<file path="src/rtl/wash_sched_pkg.sv">
// Shared types and default constants for the wash queue scheduler.
package wash_sched_pkg;

    localparam int STATE_W         = 3;
    localparam int N_REQ_DEF       = 4;
    localparam int TIMEOUT_CYC_DEF = 1024;
    localparam int RST_CYC_DEF     = 4;

    typedef enum logic [STATE_W-1:0] {
        IDLE  = 3'd0,
        COIN  = 3'd1,
        RUN   = 3'd2,
        DONE  = 3'd3,
        FAULT = 3'd4
    } state_t;

endpackage

</file>
<file path="src/rtl/rr_arbiter.sv">
// Combinational round-robin arbiter: first requester at or above ptr, wrapping.
module rr_arbiter #(
    parameter int N = 4
) (
    input  logic [N-1:0]         req,
    input  logic [$clog2(N)-1:0] ptr,
    output logic [N-1:0]         gnt_onehot,
    output logic [$clog2(N)-1:0] gnt_id,
    output logic                 any
);

    localparam int IDW = $clog2(N);
    localparam int SW  = IDW + 1;

    logic [SW-1:0] idx;

    always_comb begin
        gnt_onehot = '0;
        gnt_id     = '0;
        any        = 1'b0;
        idx        = '0;
        for (int k = 0; k < N; k++) begin
            idx = {1'b0, ptr} + SW'(k);
            if (idx >= SW'(N)) begin
                idx = idx - SW'(N);
            end
            if (!any && req[idx[IDW-1:0]]) begin
                any                        = 1'b1;
                gnt_id                     = idx[IDW-1:0];
                gnt_onehot[idx[IDW-1:0]]   = 1'b1;
            end
        end
    end

endmodule

</file>
<file path="src/rtl/wash_queue_scheduler.sv">
// Shares one washing-machine controller between N_REQ stations: request capture,
// round-robin grant, coin/run/done sequencing, watchdog and machine fault reset.
module wash_queue_scheduler
    import wash_sched_pkg::*;
#(
    parameter int N_REQ       = N_REQ_DEF,
    parameter int TIMEOUT_CYC = TIMEOUT_CYC_DEF,
    parameter int RST_CYC     = RST_CYC_DEF
) (
    input  logic                     clk,
    input  logic                     reset,
    input  logic [N_REQ-1:0]         req_valid,
    input  logic [N_REQ-1:0]         req_double,
    output logic [N_REQ-1:0]         req_ready,
    output logic [N_REQ-1:0]         req_done,
    output logic [N_REQ-1:0]         req_fault,
    input  logic                     pause_in,
    output logic                     wm_coin_in,
    output logic                     wm_double_wash,
    output logic                     wm_timer_pause,
    output logic                     wm_reset_n,
    input  logic                     wm_wash_done,
    output logic                     busy,
    output logic [$clog2(N_REQ)-1:0] active_id
);

    localparam int IDW  = $clog2(N_REQ);
    localparam int WD_W = $clog2(TIMEOUT_CYC);
    localparam int RC_W = (RST_CYC > 1) ? $clog2(RST_CYC) : 1;

    state_t           state, next_state;
    logic [N_REQ-1:0] pending, dbl, active_oh;
    logic [IDW-1:0]   rr_ptr, ptr_adv;
    logic [WD_W-1:0]  wdog;
    logic [RC_W-1:0]  rst_cnt;
    logic             wd_q;

    logic [N_REQ-1:0] gnt_onehot;
    logic [IDW-1:0]   gnt_id;
    logic             gnt_any;

    logic             wash_edge, wd_hit, fault_first, release_slot;
    logic [N_REQ-1:0] accept, release_mask;

    logic             coin_nxt, dbl_wash_nxt, pause_nxt, reset_n_nxt, busy_nxt;
    logic [N_REQ-1:0] done_nxt, fault_nxt;

    assign req_ready = ~pending;

    rr_arbiter #(.N(N_REQ)) u_arb (
        .req        (pending),
        .ptr        (rr_ptr),
        .gnt_onehot (gnt_onehot),
        .gnt_id     (gnt_id),
        .any        (gnt_any)
    );

    // Watchdog fires on the edge where the unpaused count lands on TIMEOUT_CYC-1.
    assign wash_edge    = ~wd_q & wm_wash_done;
    assign wd_hit       = ~pause_in && (wdog == WD_W'(TIMEOUT_CYC - 2));
    assign fault_first  = (state == FAULT) && (rst_cnt == '0);
    assign release_slot = (state == DONE) || fault_first;
    assign release_mask = release_slot ? active_oh : '0;
    assign accept       = req_valid & ~pending;
    assign ptr_adv      = (active_id == IDW'(N_REQ - 1)) ? '0 : active_id + IDW'(1);

    always_ff @(posedge clk or posedge reset) begin
        if (reset) begin
            state <= IDLE;
        end else begin
            state <= next_state;
        end
    end

    always_comb begin
        next_state = state;
        case (state)
            IDLE:    if (gnt_any) next_state = COIN;
            COIN:    next_state = RUN;
            RUN: begin
                if (wash_edge) begin
                    next_state = DONE;
                end else if (wd_hit) begin
                    next_state = FAULT;
                end
            end
            DONE:    next_state = IDLE;
            FAULT:   if (rst_cnt == RC_W'(RST_CYC - 1)) next_state = IDLE;
            default: next_state = IDLE;
        endcase
    end

    // Outputs are registered, so this computes their values for the next state.
    always_comb begin
        coin_nxt     = (next_state == COIN);
        busy_nxt     = (next_state != IDLE);
        pause_nxt    = (next_state == RUN) && pause_in;
        reset_n_nxt  = (next_state != FAULT);
        done_nxt     = (next_state == DONE) ? active_oh : '0;
        fault_nxt    = (state == RUN && next_state == FAULT) ? active_oh : '0;
        dbl_wash_nxt = wm_double_wash;
        if (state == IDLE && gnt_any) begin
            dbl_wash_nxt = |(dbl & gnt_onehot);
        end else if (state == DONE || state == FAULT) begin
            dbl_wash_nxt = 1'b0;
        end
    end

    always_ff @(posedge clk or posedge reset) begin
        if (reset) begin
            wm_coin_in     <= 1'b0;
            wm_double_wash <= 1'b0;
            wm_timer_pause <= 1'b0;
            wm_reset_n     <= 1'b0;
            busy           <= 1'b0;
            req_done       <= '0;
            req_fault      <= '0;
        end else begin
            wm_coin_in     <= coin_nxt;
            wm_double_wash <= dbl_wash_nxt;
            wm_timer_pause <= pause_nxt;
            wm_reset_n     <= reset_n_nxt;
            busy           <= busy_nxt;
            req_done       <= done_nxt;
            req_fault      <= fault_nxt;
        end
    end

    always_ff @(posedge clk or posedge reset) begin
        if (reset) begin
            pending   <= '0;
            dbl       <= '0;
            rr_ptr    <= '0;
            active_id <= '0;
            active_oh <= '0;
            wd_q      <= 1'b0;
        end else begin
            pending <= (pending & ~release_mask) | accept;
            dbl     <= (dbl & ~accept) | (req_double & accept);
            wd_q    <= wm_wash_done;
            if (state == IDLE && gnt_any) begin
                active_id <= gnt_id;
                active_oh <= gnt_onehot;
            end
            if (release_slot) begin
                rr_ptr <= ptr_adv;
            end
        end
    end

    // Watchdog freezes while paused and saturates; fault-reset counter runs only in FAULT.
    always_ff @(posedge clk or posedge reset) begin
        if (reset) begin
            wdog    <= '0;
            rst_cnt <= '0;
        end else begin
            if (state == COIN) begin
                wdog <= '0;
            end else if (state == RUN && !pause_in && wdog != WD_W'(TIMEOUT_CYC - 1)) begin
                wdog <= wdog + WD_W'(1);
            end
            if (state == FAULT) begin
                rst_cnt <= rst_cnt + RC_W'(1);
            end else begin
                rst_cnt <= '0;
            end
        end
    end

endmodule
</file>
<file path="config.mk">
export PLATFORM = sky130hd
export DESIGN_NAME = wash_queue_scheduler
export DESIGN_NICKNAME = d
export VERILOG_FILES = /design/src/rtl/wash_sched_pkg.sv /design/src/rtl/rr_arbiter.sv /design/src/rtl/wash_queue_scheduler.sv
export SDC_FILE = /design/constraint.sdc
export NUM_CORES = 1
export LEC_CHECK = 0
export ABC_AREA = 1
export BUFFER_PORTS_ARGS = -buffer_cell sky130_fd_sc_hd__buf_4
export CAP_MARGIN = 0
export CORE_MARGIN = 3
export CORE_UTILIZATION = 52
export CTS_CLUSTER_SIZE = 20
export DETAILED_ROUTE_END_ITERATION = 12
export PLACE_DENSITY = 0.76
export SLEW_MARGIN = 15
export SYNTH_ARGS = -nofsm -noshare
export SYNTH_HDL_FRONTEND = slang
export SYNTH_SLANG_ARGS = --single-unit
export TNS_END_PERCENT = 10
</file>
<file path="constraint.sdc">
create_clock -name clk -period 2.1 [get_ports clk]
set_input_delay 0.105 -clock clk [delete_from_list [all_inputs] [get_ports clk]]
set_output_delay 0.105 -clock clk [all_outputs]
set_load 0.02 [all_outputs]
</file>
==> results.yml, run 1 <==
die:
  initial_core_util_pct: 54.4
  die-area_um2: 5470
  io_pins: 31
  die_x_um: 74.0
  coreArea_um2: 4410
  row_count: 24
  die_h_um: 74.0
sta:
  setup_viol: 0
  drv_slew: 0
  timing.final.ws_setup_ns: 0.208
  tightest_slew_ns: 0.507
  fmax_ghz: 0.529
  min_period_ns: 1.89
  fin_skew_ns: 0.00926
  slew_headroom_pct: 66.0
  period_share_pct: 90.1
  fin_tns_setup_ns: 0
  holdWs_ns: 0.0222
  hold_viol_final: 0
  rsz0062_at_grt: "false"
logic_synthesis:
  synth_top_area_share_pct: 46.9
  yosys-top-cells-area: "dfrtp_1, nand2_1, ha_1, inv_1, nand3_1"
  syn_avg_cell_area_um2: 8.67
  synth_seq_area_share_pct: 46.9
  syn-num-nets: 302
  synth_common_cells: "nand2_1, dfrtp_1, inv_1, nor2_1, nand3_1"
  yosys.area.top_type: "dfrtp_1"
  synth.distinct_cells: 34
  yosysWarnings: 0
  ys_ff_latch: 45
  synthFlopType: "dfrtp_1"
  synthCells: 277
  synth-edff-count: 0
  async_reset_ff_share_pct: 100
  yosysMostFrequentCell: "nand2_1"
  synth_area_um2: 2400
min_path:
  hold_path_depth: 2
  hp-class: "primary input to flip-flop"
  hold_path.startpoint: "req_double[3]"
clock_tree:
  insertion_delay_ns: 0.31
  cts_tree: "built"
  h-tree-depth: 2
  cts_resized: 0
  cts_buffer_depth: 2
  clkSinkCount: 45
  cts_buffers: 5
  cts.clk_slew.worst_paths_ns: 0.09
  cts-root-buf: "clkbuf_8"
critical_path:
  crit_path_max_fanout: 6
  reg2reg_to: "wm_double_wash"
  path_buf_inv: 2
  cp_cell_sequence: "inv_2 -> ha_1 -> inv_1 -> nand3_1 -> nand2_1 -> nand3_1 -> nor2_4 -> nand2_1 -> nand3_1 -> nand2_1 -> nand3_1 -> nor2_1 -> nor2_1"
  worstSetupPathType: "flip-flop to flip-flop"
  r2r_slack_ns: 0.21
  crit_top_cell: "nand3_1"
  reg2regPathDepth: 13
  max_stage_delay_ns: 0.37
  reg2reg_from: "rr_ptr[0]"
  critical_path_required_ns: 2.35
  worst_path_max_delay_cell: "dfrtp_1"
  worstSetupStartpointType: "flip-flop"
  endpoint_kind: "flip-flop"
  worst_ep_arrival_time_ns: 2.14
  cp.depth: 13
  cp_top_family: "simple AND/OR/NAND/NOR gates"
cells_and_area:
  final_util_pct: 64.7
  drive_gt1_share_pct: 22.2
  fillers: 400
  fin_cells: 376
  finalInstanceArea_um2: 2850
  antenna_cells: 0
  fin_nets: 348
  syn2layout_area_growth_pct: 18.9
power:
  p_clk_share_pct: 14.4
  finalPower_mw: 3.95
  p_leak_nw: 1.41
  seq_power_share_pct: 31.7
  p_per_area_nw_per_um2: 1380
  p_int_mw: 2.07
  combPwrFrac_pct: 53.9
  sw_frac_of_total_pct: 47.6
  p_sw_mw: 1.88
  irDropWorstVdd_uv: 714
routing:
  wl_met2_mm: 2.44
  drtPass1Iterations: 4
  ant_nets: 0
  drtIter0Drc: 159
  wl_met1_mm: 2.52
  met3_length_um: 289
  wirelength_mm: 5.32
  wl_per_cell_um: 14.1
  top_layer: "met4"
  avgViaCountPerCell: 5.08
  num_vias: 1911
  post-route-drc-count: 0
global_route:
  grt_max_degree: 17
  antenna_found_initial: 0
  grt_pass1_wl_mm: 8.65
  grt_overflow: 0
  grt_pass1_vias: 1783
  grtUsageTotal_pct: 21.1
placed_design:
  placed_area_um2: 2740
  port_buffers: 30
  dp_hpwl_mm: 4.12
  gp_congestion: 0.902
  dp_cells: 366
  dp_slack_ns: 0.241
job:
  max_cap_viol_count: 0
run_status:
  status: "complete, no violations"
per-layer routing:
layer	vias up	GRT usage [%]
li1	990	-
met1	864	30.2
met2	51	32.8
met3	6	4.05
met4	0	6.04
met5	-	0
logic make-up (layout without fill, tap and decap cells):
logic type | after synthesis | count (layout) | share of synthesized area, %
AO/OA/AOI/OAI | 34 | 34 | 8.81
XOR/XNOR | 1 | 1 | 0.365
adder cells (fa/ha/maj) | 13 | 13 | 6.77
buffers and inverters | 43 | 90 | 7.03
flip-flops | 45 | 45 | 46.9
multiplexers | 4 | 4 | 1.88
AND/OR/NAND/NOR | 137 | 137 | 28.2
repair_timing:
| item | in CTS | in global routing |
|---|---|---|
| buffers inserted | 0 | 0 |
| hold endpoints to repair | 14 | 0 |
| setup endpoints to repair | 0 | 0 |
| hold buffers | 2 | 0 |
worst reg2reg max path, cell delays in order, from the launching register on:
cell	delay, ns
dfrtp_1	0.37
inv_2	0.04
ha_1	0.35
inv_1	0.12
nand3_1	0.08
nand2_1	0.09
nand3_1	0.14
nor2_4	0.18
nand2_1	0.10
nand3_1	0.11
nand2_1	0.06
nand3_1	0.08
nor2_1	0.04
nor2_1	0.07
power by group through the flow:
stage | Combinational, mW | Clock, mW | Sequential, mW
final | 2.13 | 0.569 | 1.25
after global routing | 2.37 | 0.611 | 1.28
after CTS | 2.13 | 0.581 | 1.25
after detailed placement | 2.11 | 0 | 1.27
after global placement | 2.11 | 0 | 1.26
after floorplan | 1.43 | 0 | 1.33
placed cells by master (no fill, tap or decap), types with 6 or more instances in the layout:
cell,netlist,layout
inv_1,39,38
ha_1,13,13
dfrtp_1,45,45
nand2_2,6,6
nand2_1,61,61
buf_4,0,38
a21oi_1,6,6
o21ai_0,13,13
nor3_1,9,9
nor2_1,24,24
nand3_1,18,18
worst max-delay path by stage:
stage	startpoint	to	slack (ns)
after global routing	rr_ptr[0]	wm_double_wash	0.003
after detailed placement	rr_ptr[0]	wm_double_wash	0.24
after CTS	rr_ptr[0]	wm_double_wash	0.24
after floorplan	rr_ptr[0]	wm_double_wash	0.14
after global placement	rr_ptr[0]	wm_double_wash	0.26
final	rr_ptr[0]	wm_double_wash	0.21
registers in the layout, indices dropped and copies added, names as in the netlist, 2 cells and up, named ones only:
register   flops
active_id      2
active_oh      4
pending        4
req_done       4
req_fault      4
rr_ptr         2
rst_cnt        2
state          3
wdog          10
area by class of cell:
type | count | area [um2] | area share, %
Sequential cell | 45 | 1130 | 39.5
Multi-Input combinational cell | 189 | 1110 | 38.8
Timing Repair Buffer | 40 | 305 | 10.7
Inverter | 42 | 158 | 5.52
Clock buffer | 5 | 68.8 | 2.41
Tap cell | 52 | 65.1 | 2.28
Clock inverter | 3 | 25.0 | 0.877
Power figures use the tool's default switching activity.
==> inputs of run 2 (changes only) <==
--- a/config.mk
+++ b/config.mk
@@ -8,11 +8,11 @@
 export ABC_AREA = 1
 export BUFFER_PORTS_ARGS = -buffer_cell sky130_fd_sc_hd__buf_4
 export CAP_MARGIN = 0
-export CORE_MARGIN = 3
+export CORE_MARGIN = 2
 export CORE_UTILIZATION = 52
 export CTS_CLUSTER_SIZE = 20
 export DETAILED_ROUTE_END_ITERATION = 12
-export PLACE_DENSITY = 0.76
+export PLACE_DENSITY = 0.74
 export SLEW_MARGIN = 15
 export SYNTH_ARGS = -nofsm -noshare
 export SYNTH_HDL_FRONTEND = slang
==> run 2 against run 1 <==
Effect of this change: critical endpoint unchanged; global-route usage grew 1.1 points; clock power about the same; clock skew shrank 0.0024 ns; critical path depth stayed put; largest cell class unchanged; first-iteration DRC count is 50% lower; non-clock buffer count is the same; via count rose by 1.4%.
==> results.yml, run 2 (same netlist as run 1, synthesis figures left out) <==
run_status:
  status: "complete, no violations"
cells_and_area:
  seq_area_um2: 1130
  fin_nets: 348
  multi_input_area_um2: 1110
  final_cell_mix: "nand2_1, dfrtp_1, inv_1, buf_4, nor2_1"
  syn2layout_area_growth_pct: 18.9
  drive_gt1_share_pct: 22.2
  fillers: 389
  antenna_cells: 0
  final_common_cell: "nand2_1"
  top_register: "wdog"
  largest_register_ffs: 10
placed_design:
  dp_slack_ns: 0.209
  gp_congestion: 0.975
  dp_hpwl_mm: 4.01
  port_buffers: 30
sta:
  fmax_ghz: 0.513
  tightest_slew_ns: 0.543
  fin_skew_ns: 0.00683
  min_period_ns: 1.95
  slew_headroom_pct: 63.6
  hold_viol_final: 0
  setup_viol: 0
  rsz0062_at_grt: "false"
  fin_tns_setup_ns: 0
  drv_slew: 0
  timing.final.ws_setup_ns: 0.151
  period_share_pct: 92.8
critical_path:
  endpoint_kind: "flip-flop"
  crit_top_cell: "nand3_1"
  worstSetupStartpointType: "flip-flop"
  crit_path_max_fanout: 6
  cp.depth: 13
  r2r_slack_ns: 0.15
  worstSetupStartpoint: "rr_ptr[0]"
  reg2reg_to: "wm_double_wash"
  cp_top_family: "simple AND/OR/NAND/NOR gates"
  reg2regPathDepth: 13
  reg2reg_from: "rr_ptr[0]"
  worst_ep_arrival_time_ns: 2.19
  critical_path_required_ns: 2.34
  path_buf_inv: 2
  cp_cell_sequence: "inv_2 -> ha_1 -> inv_1 -> nand3_1 -> nand2_1 -> nand3_1 -> nor2_4 -> nand2_1 -> nand3_1 -> nand2_1 -> nand3_1 -> nor2_1 -> nor2_1"
  crit_end: "wm_double_wash"
  worstSetupPathType: "flip-flop to flip-flop"
  max_stage_delay_ns: 0.38
  worst_path_max_delay_cell: "dfrtp_1"
routing:
  drtPass1Iterations: 4
  num_vias: 1937
  ant_nets: 0
  drtIter0Drc: 79
  wirelength_mm: 5.11
  post-route-drc-count: 0
  wl_per_cell_um: 13.6
  avgViaCountPerCell: 5.15
die:
  die_x_um: 72.0
  coreArea_um2: 4410
  io_pins: 31
  die-area_um2: 5180
  die_h_um: 72.0
  row_count: 24
  initial_core_util_pct: 54.4
global_route:
  use_met1_pct: 28.8
  grtUsageMet3_pct: 4.44
  use_met2_pct: 37.9
  grt-busiest-layer: "met2"
  antenna_found_initial: 0
  grt_overflow: 0
  grt_pass1_vias: 1980
  grt_pass1_wl_mm: 8.89
  grt_max_degree: 18
  grtUsageTotal_pct: 22.2
min_path:
  hp-class: "primary input to flip-flop"
clock_tree:
  cts-root-buf: "clkbuf_8"
  insertion_delay_ns: 0.31
  clkSinkCount: 45
  cts_buffer_depth: 2
  cts_tree: "built"
  postCtsSetupBuffers: 0
  cts.clk_slew.worst_paths_ns: 0.09
  h-tree-depth: 2
  cts_buffers: 5
power:
  p_leak_nw: 1.41
  irDropWorstVdd_uv: 854
  p_per_area_nw_per_um2: 1380
job:
  max_cap_viol_count: 0
run 2: cell counts in the layout (fill, tap and decap cells not counted):
No cell type changed its count.
run 2: layout make-up:
class / count / area share (%)
Clock inverter: 3 / 0.877
Sequential cell: 45 / 39.5
Multi-Input combinational cell: 189 / 38.8
Tap cell: 52 / 2.28
Timing Repair Buffer: 40 / 10.7
Inverter: 42 / 5.52
Clock buffer: 5 / 2.41
run 2: metrics by stage:
stage / hold WS, ns / util [%] / power, mW / instances / cell area [um2]
3_3_place_gp: 0.108 / 62.1 / 3.37 / 366 / 2740
6_report: 0.0268 / 64.7 / 3.93 / 376 / 2850
2_1_floorplan: 0.136 / - / 2.75 / 277 / 2400
4_1_cts: 0.0230 / 64.7 / 3.95 / 376 / 2850
3_5_place_dp: 0.113 / 62.1 / 3.37 / 366 / 2740
5_1_grt: 0.0137 / 64.7 / 4.26 / 376 / 2850
run 2: worst min-delay path by stage:
stage,from,end,slack [ns],cells past startpoint
2_1_floorplan,wm_wash_done,wd_q,0.14,0
3_3_place_gp,reset,req_done[0],0.11,2
3_5_place_dp,reset,req_done[3],0.11,2
4_1_cts,req_double[3],flip-flop,0.02,2
5_1_grt,req_double[3],flip-flop,0.01,2
6_report,req_double[3],flip-flop,0.03,2
run 2: timing repair:
action | in CTS | in global routing
resized for setup | 0 | 0
endpoints found under the hold margin | 15 | 0
hold buffers | 2 | 0
setup endpoints to repair | 0 | 0
run 2: where the power goes:
part / total [mW] / internal (mW) / switching [mW]
combinational: 2.11 / 0.741 / 1.37
clock: 0.567 / 0.241 / 0.326
sequential: 1.25 / 1.09 / 0.166
run 2: metal layers:
| metal | wire (um) | part of all wire, % |
|---|---|---|
| met1 | 2360 | 46 |
| met2 | 2450 | 48 |
| met3 | 239 | 4.7 |
| met4 | 70 | 1.4 |
| met5 | 0 | 0 |
